**config.mk**
```make
export PLATFORM = sky130hd
export DESIGN_NAME = sram_sp_param
export DESIGN_NICKNAME = d
export VERILOG_FILES = /design/src/rtl/sram_pkg.sv /design/src/rtl/sram_out_pipe.sv /design/src/rtl/sram_sp_param.sv
export SDC_FILE = /design/constraint.sdc
export NUM_CORES = 2
export LEC_CHECK = 0
export CAP_MARGIN = 20
export CORE_ASPECT_RATIO = 0.9
export CORE_MARGIN = 5
export CORE_UTILIZATION = 55
export CTS_BUF_LIST = sky130_fd_sc_hd__clkbuf_2
export DETAILED_ROUTE_END_ITERATION = 10
export PLACE_DENSITY = 0.79
export SLEW_MARGIN = 20
export SYNTH_ARGS = -nofsm -noshare
export SYNTH_HDL_FRONTEND = slang
export SYNTH_HIERARCHICAL = 1
export SYNTH_SLANG_ARGS = --single-unit
```
**constraint.sdc**
```tcl
create_clock -name clk -period 16.3 [get_ports clk]
set_input_delay 3.26 -clock clk [delete_from_list [all_inputs] [get_ports clk]]
set_output_delay 3.26 -clock clk [all_outputs]
set_load 0.02 [all_outputs]
```
**src/rtl/sram_pkg.sv**
```systemverilog
// Shared types for the parametrised single-port SRAM: FSM states,
// error-cause encoding and the lane-count helper.
package sram_pkg;

    typedef enum logic {
        CLEAR = 1'b0,
        IDLE  = 1'b1
    } sram_state_t;

    // Why an access was refused; the design does not use it, it exists so a bench can tally causes.
    typedef enum logic [1:0] {
        ERR_NONE    = 2'd0,
        ERR_BUSY    = 2'd1,
        ERR_COLLIDE = 2'd2,
        ERR_RANGE   = 2'd3
    } err_cause_t;

    function automatic int lanes(input int data_w, input int lane_w);
        return data_w / lane_w;
    endfunction

endpackage

```
**src/rtl/sram_out_pipe.sv**
```systemverilog
// Generic valid+data register stage: the data holds its last value until a new
// valid word arrives, and valid is a one-cycle strobe.
module sram_out_pipe
    import sram_pkg::*;
#(
    parameter int W = 8
) (
    input  logic         clk,
    input  logic         rst,
    input  logic         valid_i,
    input  logic [W-1:0] data_i,
    output logic         valid_o,
    output logic [W-1:0] data_o
);

    logic         valid_q, valid_d;
    logic [W-1:0] data_q,  data_d;

    always_comb begin
        valid_d = valid_i;
        data_d  = valid_i ? data_i : data_q;
    end

    always_ff @(posedge clk or posedge rst) begin
        if (rst) begin
            valid_q <= 1'b0;
            data_q  <= '0;
        end else begin
            valid_q <= valid_d;
            data_q  <= data_d;
        end
    end

    assign valid_o = valid_q;
    assign data_o  = data_q;

endmodule

```
**src/rtl/sram_sp_param.sv**
```systemverilog
// Parametrised single-port SRAM with post-reset auto-clear, lane write mask and
// registered read path. Define SRAM_OUT_REG_EN for an extra output stage (2-cycle read latency).
module sram_sp_param
    import sram_pkg::*;
#(
    parameter int DATA_W = 8,
    parameter int LANE_W = 8,
    parameter int ADDR_W = 8,
    parameter int DEPTH  = 256
) (
    input  logic                     clk,
    input  logic                     rst,
    input  logic                     cs,
    input  logic                     rd,
    input  logic                     we,
    input  logic [ADDR_W-1:0]        addr,
    input  logic [DATA_W/LANE_W-1:0] wmask,
    input  logic [DATA_W-1:0]        data_i,
    output logic [DATA_W-1:0]        data_o,
    output logic                     rd_valid,
    output logic                     busy,
    output logic                     err
);

    localparam int                LANES     = lanes(DATA_W, LANE_W);
    localparam logic [ADDR_W:0]   DEPTH_EXT = (ADDR_W+1)'(DEPTH);
    localparam logic [ADDR_W-1:0] LAST_ADDR = ADDR_W'(DEPTH - 1);

    logic [DATA_W-1:0] mem [DEPTH];

    sram_state_t       state_q, state_d;
    logic [ADDR_W-1:0] ptr_q, ptr_d;
    logic              busy_q, busy_d;
    logic              err_q, err_d;

    logic              req;
    logic              in_range;
    logic              mem_we;
    logic [ADDR_W-1:0] mem_addr;
    logic [DATA_W-1:0] mem_wdata;
    logic [LANES-1:0]  mem_lanes;
    logic              rd_fire;
    logic [DATA_W-1:0] rd_word;

    // NOTE: every signal assigned here gets a default first, so no path leaves one unassigned and infers a latch.
    always_comb begin
        state_d   = state_q;
        ptr_d     = ptr_q;
        req       = cs && (rd || we);
        in_range  = {1'b0, addr} < DEPTH_EXT;
        mem_we    = 1'b0;
        mem_addr  = addr;
        mem_wdata = data_i;
        mem_lanes = wmask;
        rd_fire   = 1'b0;
        rd_word   = '0;
        err_d     = 1'b0;

        case (state_q)
            CLEAR: begin
                // The clear sweep owns the write port; any bus request is refused.
                mem_we    = 1'b1;
                mem_addr  = ptr_q;
                mem_wdata = '0;
                mem_lanes = '1;
                ptr_d     = ptr_q + 1'b1;
                err_d     = req;
                if (ptr_q == LAST_ADDR) begin
                    state_d = IDLE;
                end
            end
            IDLE: begin
                if (cs) begin
                    if (rd && we) begin
                        err_d = 1'b1;
                    end else if (we) begin
                        mem_we = in_range;
                        err_d  = !in_range;
                    end else if (rd) begin
                        // Out-of-range reads still complete, returning zero.
                        rd_fire = 1'b1;
                        rd_word = in_range ? mem[addr] : '0;
                        err_d   = !in_range;
                    end
                end
            end
        endcase

        busy_d = (state_d == CLEAR);
    end

    // NOTE: sequential state uses non-blocking assignments so every flop samples pre-edge values.
    always_ff @(posedge clk or posedge rst) begin
        if (rst) begin
            state_q <= CLEAR;
            ptr_q   <= '0;
            busy_q  <= 1'b1;
            err_q   <= 1'b0;
        end else begin
            state_q <= state_d;
            ptr_q   <= ptr_d;
            busy_q  <= busy_d;
            err_q   <= err_d;
        end
    end

    // NOTE: the array has no reset; the clear FSM zeroes it so it still maps onto plain SRAM.
    always_ff @(posedge clk) begin
        if (mem_we) begin
            for (int i = 0; i < LANES; i++) begin
                if (mem_lanes[i]) begin
                    mem[mem_addr][i*LANE_W +: LANE_W] <= mem_wdata[i*LANE_W +: LANE_W];
                end
            end
        end
    end

    logic              s1_valid;
    logic [DATA_W-1:0] s1_data;

    sram_out_pipe #(.W(DATA_W)) u_rd_pipe (
        .clk     (clk),
        .rst     (rst),
        .valid_i (rd_fire),
        .data_i  (rd_word),
        .valid_o (s1_valid),
        .data_o  (s1_data)
    );

`ifdef SRAM_OUT_REG_EN
    sram_out_pipe #(.W(DATA_W)) u_out_pipe (
        .clk     (clk),
        .rst     (rst),
        .valid_i (s1_valid),
        .data_i  (s1_data),
        .valid_o (rd_valid),
        .data_o  (data_o)
    );
`else
    assign rd_valid = s1_valid;
    assign data_o   = s1_data;
`endif

    assign busy = busy_q;
    assign err  = err_q;

endmodule

```
==> flow_metrics.env <==
export IMPL_rsz_0062_raised_after_global_routing="no"
export IMPL_period_share=0.397
export IMPL_syn_num_nets=4121
export IMPL_cp_data_required_time_ns=18.05
export IMPL_seq_area_frac_synth=0.760
export IMPL_grt_first_pass_wirelength_um=306000
export IMPL_power_density_cell_area_mw_per_mm2=105
export IMPL_yosys_most_used_dff="edfxtp_1"
export IMPL_final_nets=4452
export IMPL_met1Wirelength_um=74100
export IMPL_crit_fanout=69
export IMPL_fin_skew_ns=0.186
export IMPL_drt_vias_per_instance=6.60
export IMPL_slew_limit_fails=0
export IMPL_slew_headroom=0.0704
export IMPL_post_cts_setup_buffer_count=0
export IMPL_critPathArrivalTime_ns=8.22
export IMPL_path_cells="buf_8 -> buf_4 -> buf_4 -> buf_4 -> mux4_2 -> mux2i_1 -> o21ai_0 -> nand4_1 -> o22ai_1 -> mux2_4"
export IMPL_grt_start_max_net_pins=191
export IMPL_top_layer_used="met5"
export IMPL_r2r_start="state_q"
export IMPL_avgSynthCellArea_um2=19.9
export IMPL_synth_seq_cells=2068
export IMPL_placementRows=134
export IMPL_hold_start="ptr_q[6]"
export IMPL_clk_pin_slew_ns=0.10
export IMPL_min_path_type="reg2reg"
export IMPL_place_ws_ns=8.23
export IMPL_most_common_layout_cells="edfxtp_1 (2048), clkbuf_2 (683), nor2_1 (334)"
export IMPL_post_layout_total_power_mw=9.14
export IMPL_overflow=0
export IMPL_first_global_vias=44173
export IMPL_layout_filler_cells=10533
export IMPL_critical_path_max_stage_delay_ns=0.81
export IMPL_totalNegativeSetupSlack_ns=0
export IMPL_clockRootBuffer="clkbuf_2"
export IMPL_cp_startpoint="addr[1]"
export IMPL_timing_worst_setup_path_type="in2reg"
export IMPL_firstDrtPassIters=7
export IMPL_grt_total_usage=0.270
export IMPL_post_route_worst_setup_slack_ns=9.83
export IMPL_post_dp_hpwl_um=127000
export IMPL_synth_enable_flop_cells=2048
export IMPL_vias_after_detailed_routing=44555
export IMPL_cts_htree_levels=5
export IMPL_dieWidth_um=416
export IMPL_met3_wirelength_um=34100
export IMPL_die_height_um=375
export IMPL_final_number_of_hold_violating_endpoints=0
export IMPL_buffer_ports_inserted=32
export IMPL_clk_path_buf_depth=4
export IMPL_synth_warnings=6
export IMPL_post_cts_hold_buffer_count=0
export IMPL_final_common_cell="edfxtp_1"
export IMPL_achievable_frequency_mhz=154
export IMPL_antenna_found_initial=10
export IMPL_worst_setup_path_end_kind="register"
export IMPL_timing_max_cap_violations=0
export IMPL_cts_resized=0
export IMPL_flow_area_growth_from_synthesis_pct=6.95
export IMPL_final_hold_worst_slack_ns=0.581
export IMPL_synth_lib_cells_used_distinct=74
export IMPL_drt_total_wl_um=212000
export IMPL_ios=33
export IMPL_route_met2_wl_um=95200
export IMPL_final_layout_size_suffix_gt1_frac=0.245
export IMPL_worst_path_cell_with_the_longest_stage_delay="o21ai_0"
export IMPL_die_area_mm2=0.156
export IMPL_wl_cell_um=31.5
export IMPL_route_detailed_drc=0
export IMPL_first_iter_violations=7193
export IMPL_layout_min_cycle_time_ns=6.47
export IMPL_clkSinkCount=2068
export IMPL_finalWeightedCongestion=0.929
export IMPL_synth_area_mm2=0.0815
export IMPL_post_synth_inst_count=4098
export IMPL_ys_async_sr_fraction=0.00967
export IMPL_cell_seen_most_often_among_critical_path_stages="buf_4"
export IMPL_core_area_mm2=0.148
export IMPL_run_status="finished, final reports clean"
export IMPL_cts_made_buffers=476
export IMPL_power_leakage_nw=23.0
export IMPL_tritoncts="built"
export IMPL_antenna_violating_nets_post_route=0
export IMPL_worst_ir_drop_vdd_v=0.0000844
export IMPL_critical_path_startpoint_type="input port"
export IMPL_initial_utilization=0.551
export IMPL_tightestPinTransition_ns=1.39
export IMPL_worstSkewPairLatency_ns=1.87
export IMPL_setup_viol=0
==> path summary, 6_finish.rpt <==
path                                  endpoint  slack (ns)  depth (start not counted)
max reg2reg                          mem[6][1]       12.43                          4
min                                   ptr_q[6]        0.58                          1
max in group asynchronous  u_rd_pipe/data_o[4]       14.04                          2
min in group asynchronous             ptr_q[4]        1.74                          2
max                        u_rd_pipe/data_o[3]        9.83                         10
min reg2reg                           ptr_q[6]        0.58                          1
==> synthesized netlist by cell type (13+ instances only) <==
cell type     n  area [µm²]
nor2_1      336        1260
o22ai_1      65         407
buf_2        66         330
buf_6        39         439
nand3_1      29         145
nand4_1      18         113
a211oi_1     29         218
mux4_1       49        1290
nand2_1     157         589
o221ai_1     91         797
mux2i_1     275        2750
clkbuf_1     71         267
a221oi_1     25         219
a21oi_1      53         265
buf_4        24         180
buf_12       15         300
and2_1       14        87.6
a22oi_1      13        97.6
dfrtp_1      19         475
buf_8        15         225
or3_1        15        93.8
mux2_2       19         214
nor4_1       20         125
mux4_2      327        7360
o21ai_0      53         265
nor3_1       62         310
edfxtp_1   2048       61500
==> sequential cells by signal, summed over array words and instances (netlist names) <==
name and cells:
u_rd_pipe/data_o 8, busy 1, u_rd_pipe/valid_o 1, ptr_q 8
mem 2048, err 1, state_q 1
==> per-layer routing <==
metal	global-route usage	up-vias
met5	0	-
met4	0.112	8
met3	0.111	594
met2	0.389	3650
met1	0.369	22414
li1	-	17889
==> kinds of logic after synthesis <==
family / Yosys count / synth area share
AOI/OAI and AO/OA: 404 / 0.0354
xor gates and xnor gates: 7 / 0.000752
adders and majority gates: 1 / 0.000153
buffers and inverters: 260 / 0.0233
DFF: 2068 / 0.760
muxes: 678 / 0.144
and+or+nand+nor: 680 / 0.0361
==> metrics by stage <==
stage / area (µm²) / cells / util
final: 87200 / 6750 / 0.590
after global routing: 87200 / 6746 / 0.590
after CTS: 87100 / 6730 / 0.589
after detailed placement: 83200 / 5920 / 0.562
after global placement: 83200 / 5920 / 0.562
after floorplan: 81500 / 4098 / -
==> worst max-delay path: cells and delay by family <==
kind / cells / cell delay [ns]
AO/OA/AOI/OAI: 2 / 1.13
buffers and inverters: 4 / 2.44
multiplexers: 3 / 0.62
AND/OR/NAND/NOR: 1 / 0.55
==> report_power, final <==
| part | internal (mW) | switching, mW | leakage [nW] |
|---|---|---|---|
| clock | 1.15 | 1.98 | 3.10 |
| sequential | 5.74 | 0.0000516 | 14.4 |
| combinational | 0.0831 | 0.182 | 5.54 |
| total | 6.97 | 2.17 | 23.0 |
==> area by class of cell <==
cell class	count	area [µm²]	area share
Sequential cell	2068	62000	0.711
Multi-Input combinational cell	1770	17700	0.203
Clock buffer	683	3420	0.0392
Tap cell	1972	2470	0.0283
Timing Repair Buffer	99	936	0.0107
Clock inverter	127	559	0.00641
Inverter	14	56.3	0.000646
Antenna cell	17	42.5	0.000488
Note: power is estimated with default switching activity, not from simulation.
